`src/rtl/truth_scan_pkg.sv`:
```
// Shared types, defaults and table-reduction helpers for the truth table scanner.
package truth_scan_pkg;

    typedef enum logic [1:0] {
        ST_IDLE = 2'd0,
        ST_SCAN = 2'd1,
        ST_DONE = 2'd2
    } scan_state_t;

    localparam int N_IN_DEF   = 3;
    localparam int SETTLE_DEF = 1;

    // Helpers work on a fixed maximum table width; callers zero-extend.
    localparam int MAX_N_IN = 8;
    localparam int MAX_ROWS = 1 << MAX_N_IN;

    function automatic int count_zeros(input logic [MAX_ROWS-1:0] v, input int rows);
        int n;
        n = 0;
        for (int i = 0; i < MAX_ROWS; i++) begin
            if ((i < rows) && !v[i]) n++;
        end
        return n;
    endfunction

    // Lowest set bit index, 0 when no bit is set.
    function automatic int first_set(input logic [MAX_ROWS-1:0] v);
        int idx;
        idx = 0;
        for (int i = MAX_ROWS - 1; i >= 0; i--) begin
            if (v[i]) idx = i;
        end
        return idx;
    endfunction

endpackage

```
`src/rtl/truth_table_scanner_row_counter.sv`:
```
// Row/phase counters for the scanner: each row is held SETTLE+1 cycles, row stops at the last index.
module scan_row_counter
    import truth_scan_pkg::*;
#(
    parameter int N_IN   = N_IN_DEF,
    parameter int SETTLE = SETTLE_DEF
) (
    input  logic            clk,
    input  logic            rst_n,
    input  logic            clear_i,
    input  logic            en_i,
    output logic [N_IN-1:0] row_o,
    output logic            sample_o,
    output logic            row_last_o
);

    localparam int PW = (SETTLE > 0) ? $clog2(SETTLE + 1) : 1;
    localparam logic [PW-1:0] PHASE_LAST = PW'(SETTLE);

    logic [PW-1:0]   phase_q, phase_d;
    logic [N_IN-1:0] row_q, row_d;

    assign row_o      = row_q;
    assign sample_o   = (phase_q == PHASE_LAST);
    assign row_last_o = (row_q == {N_IN{1'b1}});

    always_comb begin
        row_d   = row_q;
        phase_d = phase_q;
        if (clear_i) begin
            row_d   = '0;
            phase_d = '0;
        end else if (en_i) begin
            if (sample_o) begin
                phase_d = '0;
                // Last row holds so the index never wraps before the FSM leaves SCAN.
                if (!row_last_o) row_d = row_q + 1'b1;
            end else begin
                phase_d = phase_q + 1'b1;
            end
        end
    end

    always_ff @(posedge clk) begin
        if (!rst_n) begin
            row_q   <= '0;
            phase_q <= '0;
        end else begin
            row_q   <= row_d;
            phase_q <= phase_d;
        end
    end

endmodule

```
`src/rtl/truth_table_scanner.sv`:
```
// Drives a combinational function row by row, captures its truth table and grades it against an expected vector.
// Handshake: start is accepted only in IDLE; done is a one-cycle pulse and results stay valid until the next accepted start.
module truth_table_scanner
    import truth_scan_pkg::*;
#(
    parameter int N_IN   = N_IN_DEF,
    parameter int SETTLE = SETTLE_DEF
) (
    input  logic                 clk,
    input  logic                 rst_n,
    input  logic                 start,
    input  logic [(1<<N_IN)-1:0] expected,
    input  logic                 f_in,
    output logic [N_IN-1:0]      x_out,
    output logic                 busy,
    output logic                 done,
    output logic [(1<<N_IN)-1:0] table_out,
    output logic                 match,
    output logic [N_IN-1:0]      mismatch_idx,
    output logic [N_IN:0]        maxterm_cnt,
    output logic [1:0]           state_dbg
);

    localparam int ROWS = 1 << N_IN;

    scan_state_t     state_q, state_d;
    logic [ROWS-1:0] table_q, table_d;
    logic [ROWS-1:0] exp_q, exp_d;
    logic            match_q, match_d;
    logic [N_IN-1:0] idx_q, idx_d;
    logic [N_IN:0]   cnt_q, cnt_d;

    logic            cnt_clear, cnt_en, sample, row_last;
    logic [N_IN-1:0] row;

    scan_row_counter #(
        .N_IN   (N_IN),
        .SETTLE (SETTLE)
    ) u_row_counter (
        .clk        (clk),
        .rst_n      (rst_n),
        .clear_i    (cnt_clear),
        .en_i       (cnt_en),
        .row_o      (row),
        .sample_o   (sample),
        .row_last_o (row_last)
    );

    always_comb begin
        state_d   = state_q;
        table_d   = table_q;
        exp_d     = exp_q;
        match_d   = match_q;
        idx_d     = idx_q;
        cnt_d     = cnt_q;
        cnt_clear = 1'b0;
        cnt_en    = 1'b0;
        case (state_q)
            ST_IDLE: begin
                if (start) begin
                    state_d   = ST_SCAN;
                    exp_d     = expected;
                    table_d   = '0;
                    match_d   = 1'b0;
                    idx_d     = '0;
                    cnt_d     = '0;
                    cnt_clear = 1'b1;
                end
            end
            ST_SCAN: begin
                cnt_en = 1'b1;
                if (sample) begin
                    table_d[row] = f_in;
                    // Grade the table including the row captured on this edge so results are valid in DONE.
                    if (row_last) begin
                        state_d = ST_DONE;
                        match_d = (table_d == exp_q);
                        idx_d   = N_IN'(first_set(MAX_ROWS'(table_d ^ exp_q)));
                        cnt_d   = (N_IN+1)'(count_zeros(MAX_ROWS'(table_d), ROWS));
                    end
                end
            end
            ST_DONE: state_d = ST_IDLE;
            default: state_d = ST_IDLE;
        endcase
    end

    always_ff @(posedge clk) begin
        if (!rst_n) begin
            state_q <= ST_IDLE;
            table_q <= '0;
            exp_q   <= '0;
            match_q <= 1'b0;
            idx_q   <= '0;
            cnt_q   <= '0;
        end else begin
            state_q <= state_d;
            table_q <= table_d;
            exp_q   <= exp_d;
            match_q <= match_d;
            idx_q   <= idx_d;
            cnt_q   <= cnt_d;
        end
    end

    assign busy         = (state_q == ST_SCAN);
    assign done         = (state_q == ST_DONE);
    assign x_out        = busy ? row : '0;
    assign table_out    = table_q;
    assign match        = match_q;
    assign mismatch_idx = idx_q;
    assign maxterm_cnt  = cnt_q;
    assign state_dbg    = state_q;

endmodule

```
`config.mk`:
```
export PLATFORM = sky130hd
export DESIGN_NAME = truth_table_scanner
export DESIGN_NICKNAME = d
export VERILOG_FILES = /design/src/rtl/truth_scan_pkg.sv /design/src/rtl/truth_table_scanner_row_counter.sv /design/src/rtl/truth_table_scanner.sv
export SDC_FILE = /design/constraint.sdc
export NUM_CORES = 1
export LEC_CHECK = 0
export ABC_AREA = 1
export CAP_MARGIN = 10
export CELL_PAD_IN_SITES_DETAIL_PLACEMENT = 1
export CELL_PAD_IN_SITES_GLOBAL_PLACEMENT = 1
export CORE_ASPECT_RATIO = 1.75
export CORE_MARGIN = 2
export CORE_UTILIZATION = 37
export CTS_CLUSTER_SIZE = 28
export DETAILED_ROUTE_END_ITERATION = 7
export GPL_ROUTABILITY_DRIVEN = 0
export PLACE_DENSITY = 0.77
export SYNTH_ARGS = -nofsm -noshare
export SYNTH_HDL_FRONTEND = slang
export SYNTH_HIERARCHICAL = 1
export SYNTH_SLANG_ARGS = --single-unit
```
`constraint.sdc`:
```
create_clock -name clk -period 4.4 [get_ports clk]
set_input_delay 0.88 -clock clk [delete_from_list [all_inputs] [get_ports clk]]
set_output_delay 0.88 -clock clk [all_outputs]
set_load 0.01 [all_outputs]
```
# --- After elaboration in Yosys (flattened, before gate mapping) ---
# Cells that the tools add are included.
totals:
  elab_cells: 350
  inputBits: 12
  output_inout_bits: 23
  regBits: 30
classes:
  n_bitwise: 3
  magnitude_cmp: 2
  n_reduce_logical: 9
  eq_ne: 7
  n_mux: 312
  n_addsub: 9
op_table:
  columns: ["operator", "count"]
  rows:
  - ["two-way mux 3 bit", 260]
  - ["two-way mux 4 bit", 31]
  - ["adder 4 x 2 -> 4 bit (second input constant)", 7]
  - ["two-way mux 8 bit", 2]
  - ["one-hot mux 8 bit (2 select lines)", 1]
  - ["two-way mux 1 bit", 9]
  - ["AND reduction 3 bit", 3]
  - ["bitwise mux 8 bit", 1]
  - ["equality test 8 bit", 1]
  - ["one-hot mux 4 bit (2 select lines)", 1]
  - ["XOR 8 bit", 1]
  - ["two-way mux 2 bit", 3]
  - ["one-hot mux 3 bit (2 select lines)", 1]
  - ["less-than comparator 3 x 4 -> 1 bit (second input constant)", 1]
  - ["inequality test 2 x 1 -> 1 bit (second input constant)", 2]
  - ["one-hot mux 2 bit (2 select lines)", 1]
  - ["AND reduction 4 bit", 1]
  - ["adder 3 x 1 -> 3 bit (second input constant)", 1]
  - ["demux 1 bit (select 3 bit)", 1]
  - ["equality test 3 bit (second input constant)", 1]
  - [">= comparator 3 x 1 -> 1 bit (second input constant)", 1]
  - ["equality test 2 x 1 -> 1 bit (second input constant)", 1]
  - ["equality test 2 bit (second input constant)", 1]
  - ["zero test 2 bit", 1]
  - ["other kinds (8)", 9]

# --- Depth between registers and ports, before layout ---
# Gate-level depths: netlist of the first run.
logic_depth:
  ltp_word: 259
  mapped_depth: 29
  ltp_nobuf: 28

# --- Cells and area by module ---
# The synthesis of the first run kept the hierarchy.
modules_own_cells:
  columns: ["mod", "area_per_inst_um2", "instances", "cells_per_inst", "seq_area_each_um2"]
  rows:
  - ["truth_table_scanner", 1923.1, 1, 299, 520.5]
  - ["scan_row_counter", 205.2, 1, 29, 80.1]

# --- Worst setup path before layout of the first run ---
# No wires, ideal clock.
synth_timing:
  path_kind: "in2reg"
  start: "input f_in"
  end: "register cnt_q[1] (netlist: maxterm_cnt[1])"
  stages: 24
  n_path_buf: 0
  setup_ns: 0.123
  setup_slack_ns: 0.350
  t_required_ns: 4.277
  t_arrival_ns: 3.927
  path_cell_list: "clkinv_2 nand3_1 nand2_2 inv_1 ha_1 inv_1 nand3_2 nand2_2 inv_1 ha_1 nand2_1 nand2_1 nand2_1 nand3_1 and2_4 ha_1 or2_2 nand3_1 nand2_1 nand2_1 nand2_1 ha_1 o21ai_0 o21ai_0"
synth_via:
  elab_chain_cells: 40
synth_rtl:
  columns: ["item", "line", "text"]
  rows:
  - ["start, declared", "truth_table_scanner.sv:13", "input logic f_in,"]
  - ["bitwise mux 8 bit (*)", "truth_table_scanner.sv:73", "table_d[row] = f_in;"]
  - ["two-way mux 1 bit", "truth_scan_pkg.sv:21", "if ((i < rows) && !v[i]) n++;"]
  - ["two-way mux 4 bit", "truth_table_scanner.sv:75", "if (row_last) begin"]
  - ["two-way mux 4 bit", "truth_table_scanner.sv:72", "if (sample) begin"]
  - ["two-way mux 4 bit", "truth_table_scanner.sv:58", "case (state_q)"]
  - ["adder 4 x 2 -> 4 bit", "truth_scan_pkg.sv:21", null]
  - ["two-way mux 4 bit", "truth_scan_pkg.sv:21", null]
  - ["two-way mux 4 bit", "truth_table_scanner.sv:75", null]
  - ["[... 24 more ...]", null, null]
  - ["two-way mux 4 bit", "truth_table_scanner.sv:75", null]
  - ["two-way mux 4 bit", "truth_table_scanner.sv:72", null]
  - ["two-way mux 4 bit", "truth_table_scanner.sv:58", null]
  - ["adder 4 x 2 -> 4 bit", "truth_scan_pkg.sv:21", null]
  - ["two-way mux 4 bit (*)", "truth_scan_pkg.sv:21", null]
  - ["two-way mux 4 bit (*)", "truth_table_scanner.sv:75", null]
  - ["two-way mux 4 bit (*)", "truth_table_scanner.sv:72", null]
  - ["one-hot mux 4 bit (2 select lines) (*)", "truth_table_scanner.sv:58", null]
  - ["end signal, assigned", "truth_table_scanner.sv:102", "cnt_q <= cnt_d;"]
  - ["end, declared", "truth_table_scanner.sv:31", "logic [N_IN:0] cnt_q, cnt_d;"]
# Mark *: on every way between the ends. The rest lies on a longest branch, timed or not. The select of a mux whose other input is x is not followed.
# A chain may end at the register's enable or synchronous reset.

# --- Final worst setup path of the first run ---
# Same ends and word-level chain as after synthesis.

==> impl_metrics.tcl, run 1 <==
set metrics [dict create \
    critical_path.startpoint_type "input pin" \
    fin_nets 403 \
    drv_cap 0 \
    leakage_nw 1.28 \
    clock_latency_ps 280 \
    die_x_um 61.3 \
    drc_errors 0 \
    ios 35 \
    cts_buffers 5 \
    n_antenna_cell 0 \
    cts_resized 0 \
    setup_slack_ps 468 \
    hold_viol_final 0 \
    synth_area_leaders "dfxtp_1 (28%), nand2_1 (17%), nor2_1 (7.8%)" \
    yosysTopAreaCell "dfxtp_1" \
    critical_path_class "in -> reg" \
    setup_tns_ps 0 \
    routed_wl_mm 5.98 \
    hold_path_class "reg -> reg" \
    max_freq_mhz 254 \
    grt_pass1_wl_mm 10.3 \
    clock_path_buffers 2 \
    ir_worst_vdd_v 0.000240 \
    crit_path_end_kind "flip-flop" \
    p_per_area_mw_per_mm2 281 \
    crit_required_ps 4560 \
    die_y_um 104 \
    postSynthAreaPerCell_sq_um 6.49 \
    overflow 0 \
    clock-sinks 30 \
    wl_per_cell_um 13.0 \
    syn-num-nets 347 \
    cts_hold_buf 0 \
    drt_iter0_drc 55 \
    seq_area_frac_synth 0.282 \
    vias_per_cell 4.78 \
    fp-row-count 36 \
    post_cts_buffers 0 \
    dp.final_hpwl_mm 4.95 \
    coreArea_sq_mm 0.00554 \
    place_ws_ps -182 \
    ys_types 35 \
    cts-htree-levels 2 \
    port_buffers 34 \
    final.period_utilization 0.894 \
    slew_viol_final 0 \
    grt_pass1_vias 2275 \
    slew_headroom 0.546 \
    status "finished clean" \
    power.total_w 0.000780 \
    synth-seq-cells 30 \
    grt_usage 0.208 \
    ys.warnings.count 6 \
    synth_top_area_share 0.282 \
    cts_tree "built" \
    grt_max_degree 14 \
    dr_total_vias 2205 \
    cts_root_buf "clkbuf_8" \
    drtPass1Iterations 4 \
    rsz0062_at_grt "false" \
    clk_pin_slew_ps 60 \
    antenna_found_initial 0 \
    fin_crit_ps 3930 \
    drive_above_1_share 0.190 \
    areaGrowthSynthToFinish_pct 30.6 \
    fp.dieArea_sq_mm 0.00640 \
    synth_area_sq_mm 0.00213 \
    worst_ep_arrival_time_ps 4100 \
    setup_viol 0 \
    drtAntennaViolNets 0 \
    initial_core_util 0.384 \
    worst_pin_slew_ps 674 \
    clock_skew_ps 3.37 \
    syn_inst 328 \
    crit_fanout 3 \
]
-- cell usage in the layout (no fill, tap or decap), types with 2 or more instances in the layout --
cell type	n
nand2_1	98
nor2_1	44
clkdlybuf4s50_1	33
inv_1	32
dfxtp_1	30
buf_4	19
nand3_1	18
nand2_2	15
a21oi_1	13
o21ai_0	12
nand3_2	10
ha_1	7
inv_2	6
clkbuf_8	6
xnor2_1	4
xor2_1	4
nor2_4	3
nand4_1	3
nor3_1	3
o21ai_1	3
clkinv_2	2
nand3_4	2
o21ai_4	2
or2_2	2
-- cell usage after synthesis --
cell / n
and2_1: 1
a21oi_2: 1
o21ai_2: 1
xor2_1: 4
inv_1: 32
nor2_1: 44
inv_2: 6
clkinv_1: 1
nor2_4: 3
o21ai_4: 2
ha_1: 7
nand3_4: 2
clkbuf_1: 3
dfxtp_1: 30
nand3b_1: 1
buf_6: 1
o21ai_0: 13
xnor2_1: 4
nand2_2: 14
nand4_1: 3
and2_4: 1
o31ai_1: 1
nand3_2: 10
inv_4: 1
clkinv_2: 1
nand3_1: 18
nor3_2: 1
a21oi_1: 13
o21bai_1: 1
o21ai_1: 2
or2_2: 2
nor3_1: 3
a32o_1: 1
nand2_1: 99
nand4_2: 1
-- through the flow --
stage	hold slack, ps	instance area [sq um]	std cells	utilization
final	456	2780	461	0.502
after global routing	476	2780	461	0.502
after CTS	461	2780	461	0.501
after detailed placement	444	2680	453	0.484
after global placement	440	2680	453	0.484
after floorplan	474	2130	328	-
-- worst max-delay path, stage by stage --
cell and delay [ps]:
dlymetal6s2s_1 150, clkinv_2 70, nand3_1 90, nand2_2 80
inv_1 50, ha_1 340, inv_1 90, nand3_2 90
nand2_2 80, inv_1 40, ha_1 270, nand2_2 90
nand2_1 80, nand2_1 70, nand3_1 80, and2_4 150
ha_1 270, or2_2 310, nand2_1 90, nand2_1 70
nand2_1 60, nand2_1 60, nand2_1 90, ha_1 230
o21ai_1 130, o21ai_0 90
-- final cells by class --
| type | count | area [sq um] |
|---|---|---|
| fill | 758 | 2760 |
| clock inverter | 1 | 5.00 |
| multi-input combinational | 253 | 1350 |
| sequential | 30 | 601 |
| inverter | 41 | 158 |
| timing repair buffer | 53 | 485 |
| tap | 76 | 95.1 |
| clock buffer | 7 | 86.3 |
-- power by group --
group | leakage (nW) | internal [W] | switching [W] | total [W]
registers | 0.244 | 0.000287 | 0.0000115 | 0.000299
logic | 0.988 | 0.000111 | 0.000145 | 0.000256
clock network | 0.0482 | 0.000126 | 0.0000998 | 0.000226
-- flip-flops by register name (all words and copies together), names as in the netlist --
name                    cells
table_out                   8
match                       1
mismatch_idx                3
u_row_counter/sample_o      1
exp_q                       8
u_row_counter/row_o         3
maxterm_cnt                 4
state_dbg                   2
-- path summary, 6_finish.rpt --
path         slack [ps]                           startpoint  cells after the start                     endpoint
max                 470                                 f_in                     26  maxterm_cnt[1]$_SDFFE_PN0P_
min                 460                   match$_SDFFE_PN0P_                      2           match$_SDFFE_PN0P_
max reg2reg         580  u_row_counter/row_o[0]$_SDFFE_PP0P_                     26  maxterm_cnt[1]$_SDFFE_PN0P_
min reg2reg         460                   match$_SDFFE_PN0P_                      2           match$_SDFFE_PN0P_
-- cell families after synthesis --
| family | synth area share |
|---|---|
| compound gates | 0.101 |
| simple gates | 0.458 |
| fa+ha+maj | 0.0412 |
| buf+inv | 0.0847 |
| flops | 0.282 |
| xor+xnor | 0.0329 |
-- layer usage --
layer	track usage	vias up	wire, um
li1	-	1147	-
met1	0.216	1021	2250
met2	0.397	27	3470
met3	0.0311	10	132
met4	0.0653	0	133
met5	0	-	0
No activity file was read; power rests on OpenSTA's default activity.
==> inputs of run 2 (changes only) <==
CORE_ASPECT_RATIO = 0.6   (was 1.75)
HOLD_SLACK_MARGIN = 0.05   (was unset)
==> run 2 against run 1 <==
Against the previous run:
- largest cell class unchanged
- cell area increased by 0.72%
- non-clock buffer count decreased by 1
- sequential power barely moved
- setup slack better by 140 ps
- die area barely moved
- final cell count up 0.65%
- first-iteration DRC count increased by 47%
- global-route usage up 0.59 points
- total power up 2.4%
- register-to-register slack gained 70 ps
- worst hold slack better by 11 ps
==> impl_metrics.tcl, run 2 (same netlist as run 1, synthesis figures left out) <==
set metrics [dict create \
    dp_cells 456 \
    drtPass1Iterations 4 \
    final.period_utilization 0.863 \
    post_cts_buffers 0 \
    cts_resized 0 \
    crit_fanout 3 \
    cts_hold_buf 0 \
    ios 35 \
    setup_slack_ps 604 \
    clock_path_buffers 2 \
    final_common_cell "nand2_1" \
    wl_per_cell_um 13.6 \
    timing.hold.ws_ps 467 \
    die_x_um 102 \
    overflow 0 \
    fin_nets 402 \
    grt_max_degree 14 \
    critical_path.startpoint_type "input pin" \
    worst_ep_arrival_time_ps 3960 \
    grt_usage 0.214 \
    clock-sinks 30 \
    cts-htree-levels 2 \
    initial_core_util 0.382 \
    fp.dieArea_sq_mm 0.00639 \
    cts_buffers 5 \
    areaGrowthSynthToFinish_pct 31.6 \
    drive_above_1_share 0.203 \
    port_buffers 34 \
    worst_pin_slew_ps 725 \
    setup_tns_ps 0 \
    grt_pass1_wl_mm 10.8 \
    status "finished clean" \
    clock_latency_ps 280 \
    max_freq_mhz 263 \
    final_cell_mix "nand2_1 (98), nor2_1 (43), clkdlybuf4s50_1 (33)" \
    dp.final_hpwl_mm 5.16 \
    vias_per_cell 4.77 \
    ir_worst_vdd_v 0.000235 \
    fin_crit_ps 3800 \
    antenna_found_initial 0 \
    crit_top_cell "nand2_1" \
    drv_cap 0 \
    cpMaxStageDelayCell "or2_2" \
    drc_errors 0 \
    fin_cells 464 \
    cts_root_buf "clkbuf_8" \
    die_y_um 62.7 \
    crit_path_end_kind "flip-flop" \
    setup_viol 0 \
    leakage_nw 1.27 \
    n_antenna_cell 0 \
    clk_pin_slew_ps 70 \
    dr_total_vias 2215 \
    drt_iter0_drc 81 \
    hold_viol_final 0 \
    critPathMaxStageDelay_ps 310 \
    slew_headroom 0.511 \
    coreArea_sq_mm 0.00557 \
    place_ws_ps -179 \
    rsz0062_at_grt "false" \
    cts_tree "built" \
    routed_wl_mm 6.32 \
    crit_required_ps 4560 \
    critical_path_class "in -> reg" \
    final_cell_area_sq_mm 0.00280 \
    hold_path_class "reg -> reg" \
    fp-row-count 21 \
    clock_skew_ps 6.68 \
    drtAntennaViolNets 0 \
    post_dp_cell_area_sq_mm 0.00268 \
    slew_viol_final 0 \
    p_per_area_mw_per_mm2 285 \
    grt_pass1_vias 2246 \
]
run 2: cell types whose count changed in the layout (fill, tap and decap cells not counted), sizes merged:
cell	change
clkinvlp	+1
buf	-1
clkbuf	-1
run 2: stage by stage:
step                 util  total power, W
global route        0.503        0.000853
global placement    0.481        0.000555
floorplan               -        0.000470
detailed placement  0.481        0.000563
CTS                 0.498        0.000803
finish              0.503        0.000799
run 2: area by class of cell:
cell class / count / area, sq um
multi-input cells: 253 / 1370
repair buffers: 52 / 478
clock inverters: 2 / 12.5
fillers: 759 / 2770
inverters: 41 / 158
flip-flops and latches: 30 / 601
clock buffers: 6 / 82.6
well taps: 80 / 100
run 2: layer usage:
metal	vias to the layer above	wire, um	global-route usage
met4	0	37	0.0400
met1	1039	3500	0.331
met5	-	0	0
met2	27	2590	0.313
met3	4	190	0.0336
li1	1145	-	-
run 2: path summary, 6_finish.rpt:
kind | cells after the start | slack [ps] | endpoint | from
worst min-delay path | 2 | 470 | mismatch_idx[2]$_SDFFE_PN0P_ | mismatch_idx[2]$_SDFFE_PN0P_
worst max register to register | 25 | 650 | maxterm_cnt[1]$_SDFFE_PN0P_ | u_row_counter/row_o[0]$_SDFFE_PP0P_
worst min register to register | 2 | 470 | mismatch_idx[2]$_SDFFE_PN0P_ | mismatch_idx[2]$_SDFFE_PN0P_
worst max-delay path | 25 | 600 | maxterm_cnt[1]$_SDFFE_PN0P_ | f_in
run 2: worst max-delay path, delay by kind of cell:
kind                     cells  cell delay, ps
AO/OA/AOI/OAI                2             230
adder cells (fa/ha/maj)      4            1070
buffers and inverters        5             350
AND/OR/NAND/NOR             14            1440
run 2: power by group:
group | leakage, nW | total, W | switching [W] | internal [W]
combinational | 0.980 | 0.000264 | 0.000151 | 0.000113
sequential | 0.244 | 0.000298 | 0.0000116 | 0.000287
clock | 0.0472 | 0.000237 | 0.000111 | 0.000126
==> inputs of run 3 (changes only) <==
GPL_TIMING_DRIVEN = 0   (was unset)
==> run 3 against run 2 <==
Against the previous run:
- cell area decreased by 3.6%
- first-iteration DRC count grew 28%
- combinational power shrank 9.1%
- largest power group unchanged
- critical path depth unchanged
- wire length fell by 5.1%
==> impl_metrics.tcl, run 3 (same netlist as run 1, synthesis figures left out) <==
set metrics [dict create \
    status "finished clean" \
    grt_usage 0.196 \
    clock-sinks 30 \
    clock_latency_ps 280 \
    initial_core_util 0.382 \
    drive_above_1_share 0.164 \
    path_depth 25 \
    cts_hold_buf 0 \
    drv_cap 0 \
    worst_pin_slew_ps 692 \
    wl_per_cell_um 13.2 \
    drc_errors 0 \
    areaGrowthSynthToFinish_pct 26.9 \
    cpMaxStageDelayCell "or2_2" \
    nFillCells 747 \
    ios 35 \
    rsz0062_at_grt "false" \
    reg2reg_from "u_row_counter/row_o[0]$_SDFFE_PP0P_" \
    cts-htree-levels 2 \
    overflow 0 \
    crit_top_cell "nand2_1" \
    crit_required_ps 4560 \
    p_per_area_mw_per_mm2 287 \
    fin_crit_ps 4130 \
    timing.hold.ws_ps 461 \
    fin_cells 453 \
    cts_buffers 5 \
    setup.worst_path.start "f_in" \
    clock_path_buffers 2 \
    slew_headroom 0.537 \
    fin_nets 391 \
    hold_path_class "reg -> reg" \
    drtPass1Iterations 4 \
    routed_wl_mm 5.99 \
    fp-row-count 21 \
    clk_pin_slew_ps 70 \
    hold_viol_final 0 \
    crit_path_end_kind "flip-flop" \
    dp_cells 442 \
    setup_viol 0 \
    antenna_found_initial 0 \
    die_y_um 62.7 \
    grt_pass1_vias 2131 \
    final_cell_mix "nand2_1 (98), nor2_1 (44), clkdlybuf4s50_1 (33)" \
    critical_path.top_delay_family "simple AND/OR/NAND/NOR gates" \
    critical_path.startpoint_type "input pin" \
    cts_tree "built" \
    slew_viol_final 0 \
    crit_fanout 4 \
    final.period_utilization 0.938 \
    holdPathStages 2 \
    die_x_um 102 \
    port_buffers 34 \
    leakage_nw 1.20 \
    clock_skew_ps 8.84 \
    final_common_cell "nand2_1" \
    n_antenna_cell 0 \
    dr_total_vias 2174 \
    fp.dieArea_sq_mm 0.00639 \
    ir_worst_vdd_v 0.000163 \
    rr_worst_depth 25 \
    max_freq_mhz 242 \
    hp-start "maxterm_cnt[3]$_SDFFE_PN0P_" \
    vias_per_cell 4.80 \
    drtAntennaViolNets 0 \
    worst_ep_arrival_time_ps 4290 \
    critPathMaxStageDelay_ps 310 \
    coreArea_sq_mm 0.00557 \
    cts_root_buf "clkbuf_8" \
    dp.final_hpwl_mm 4.85 \
    drt_iter0_drc 104 \
    path_buf_inv 5 \
    grt_max_degree 11 \
    critical_path_class "in -> reg" \
    grt_pass1_wl_mm 9.94 \
]
-- run 3: cell types whose count changed in the layout (fill, tap and decap cells not counted), sizes merged --
cell / change
buf: -14
clkbuf: +4
dlymetal6s2s: -1
-- run 3: path summary, 6_finish.rpt --
path	to	slack, ps
worst max-delay path	maxterm_cnt[1]$_SDFFE_PN0P_	270
worst min-delay path	maxterm_cnt[3]$_SDFFE_PN0P_	460
worst max register to register	maxterm_cnt[1]$_SDFFE_PN0P_	380
worst min register to register	maxterm_cnt[3]$_SDFFE_PN0P_	460
-- run 3: repair_timing --
item	in CTS	in global routing
gates resized for setup	4	2
cloned	0	0
endpoints found under the setup margin	3	3
buffers inserted	2	1
pin swaps	0	1
-- run 3: worst register-to-register path, delay by kind of cell, from the launching register on --
kind	cells	cell delay, ps
buf+inv	4	350
flops	1	540
simple gates	15	1680
compound gates	2	250
fa+ha+maj	4	1100
-- run 3: layer usage --
metal  GRT usage  routed length (um)  vias to the layer above
li1            -                   -                     1134
met3      0.0302                 142                        2
met4      0.0300                  11                        0
met1       0.300                3340                     1007
met5           0                   0                        -
met2       0.293                2500                       31
-- run 3: power breakdown --
group	total [W]	switching [W]	internal [W]
sequential	0.000298	0.0000117	0.000287
clock	0.000237	0.000111	0.000126
combinational	0.000240	0.000145	0.0000951
total	0.000776	0.000268	0.000508
-- run 3: cell type report --
class | count | area, sq um | area share
flip-flops and latches | 30 | 601 | 0.222
clock inverters | 2 | 12.5 | 0.00463
well taps | 80 | 100 | 0.0371
clock buffers | 6 | 82.6 | 0.0306
plain buffers | 4 | 22.5 | 0.00834
repair buffers | 37 | 358 | 0.133
multi-input cells | 253 | 1360 | 0.505
inverters | 41 | 161 | 0.0598
-- run 3: per-stage QoR --
step	cell area [sq um]	setup TNS [ps]	total power [W]	utilization	setup slack [ps]
6_report	2700	0	0.000776	0.485	272
5_1_grt	2700	0	0.000831	0.485	21.7
4_1_cts	2690	0	0.000782	0.482	27.6
3_5_place_dp	2570	-1810	0.000542	0.461	-698
3_3_place_gp	2570	-1570	0.000533	0.461	-617
2_1_floorplan	2130	0	0.000470	-	350
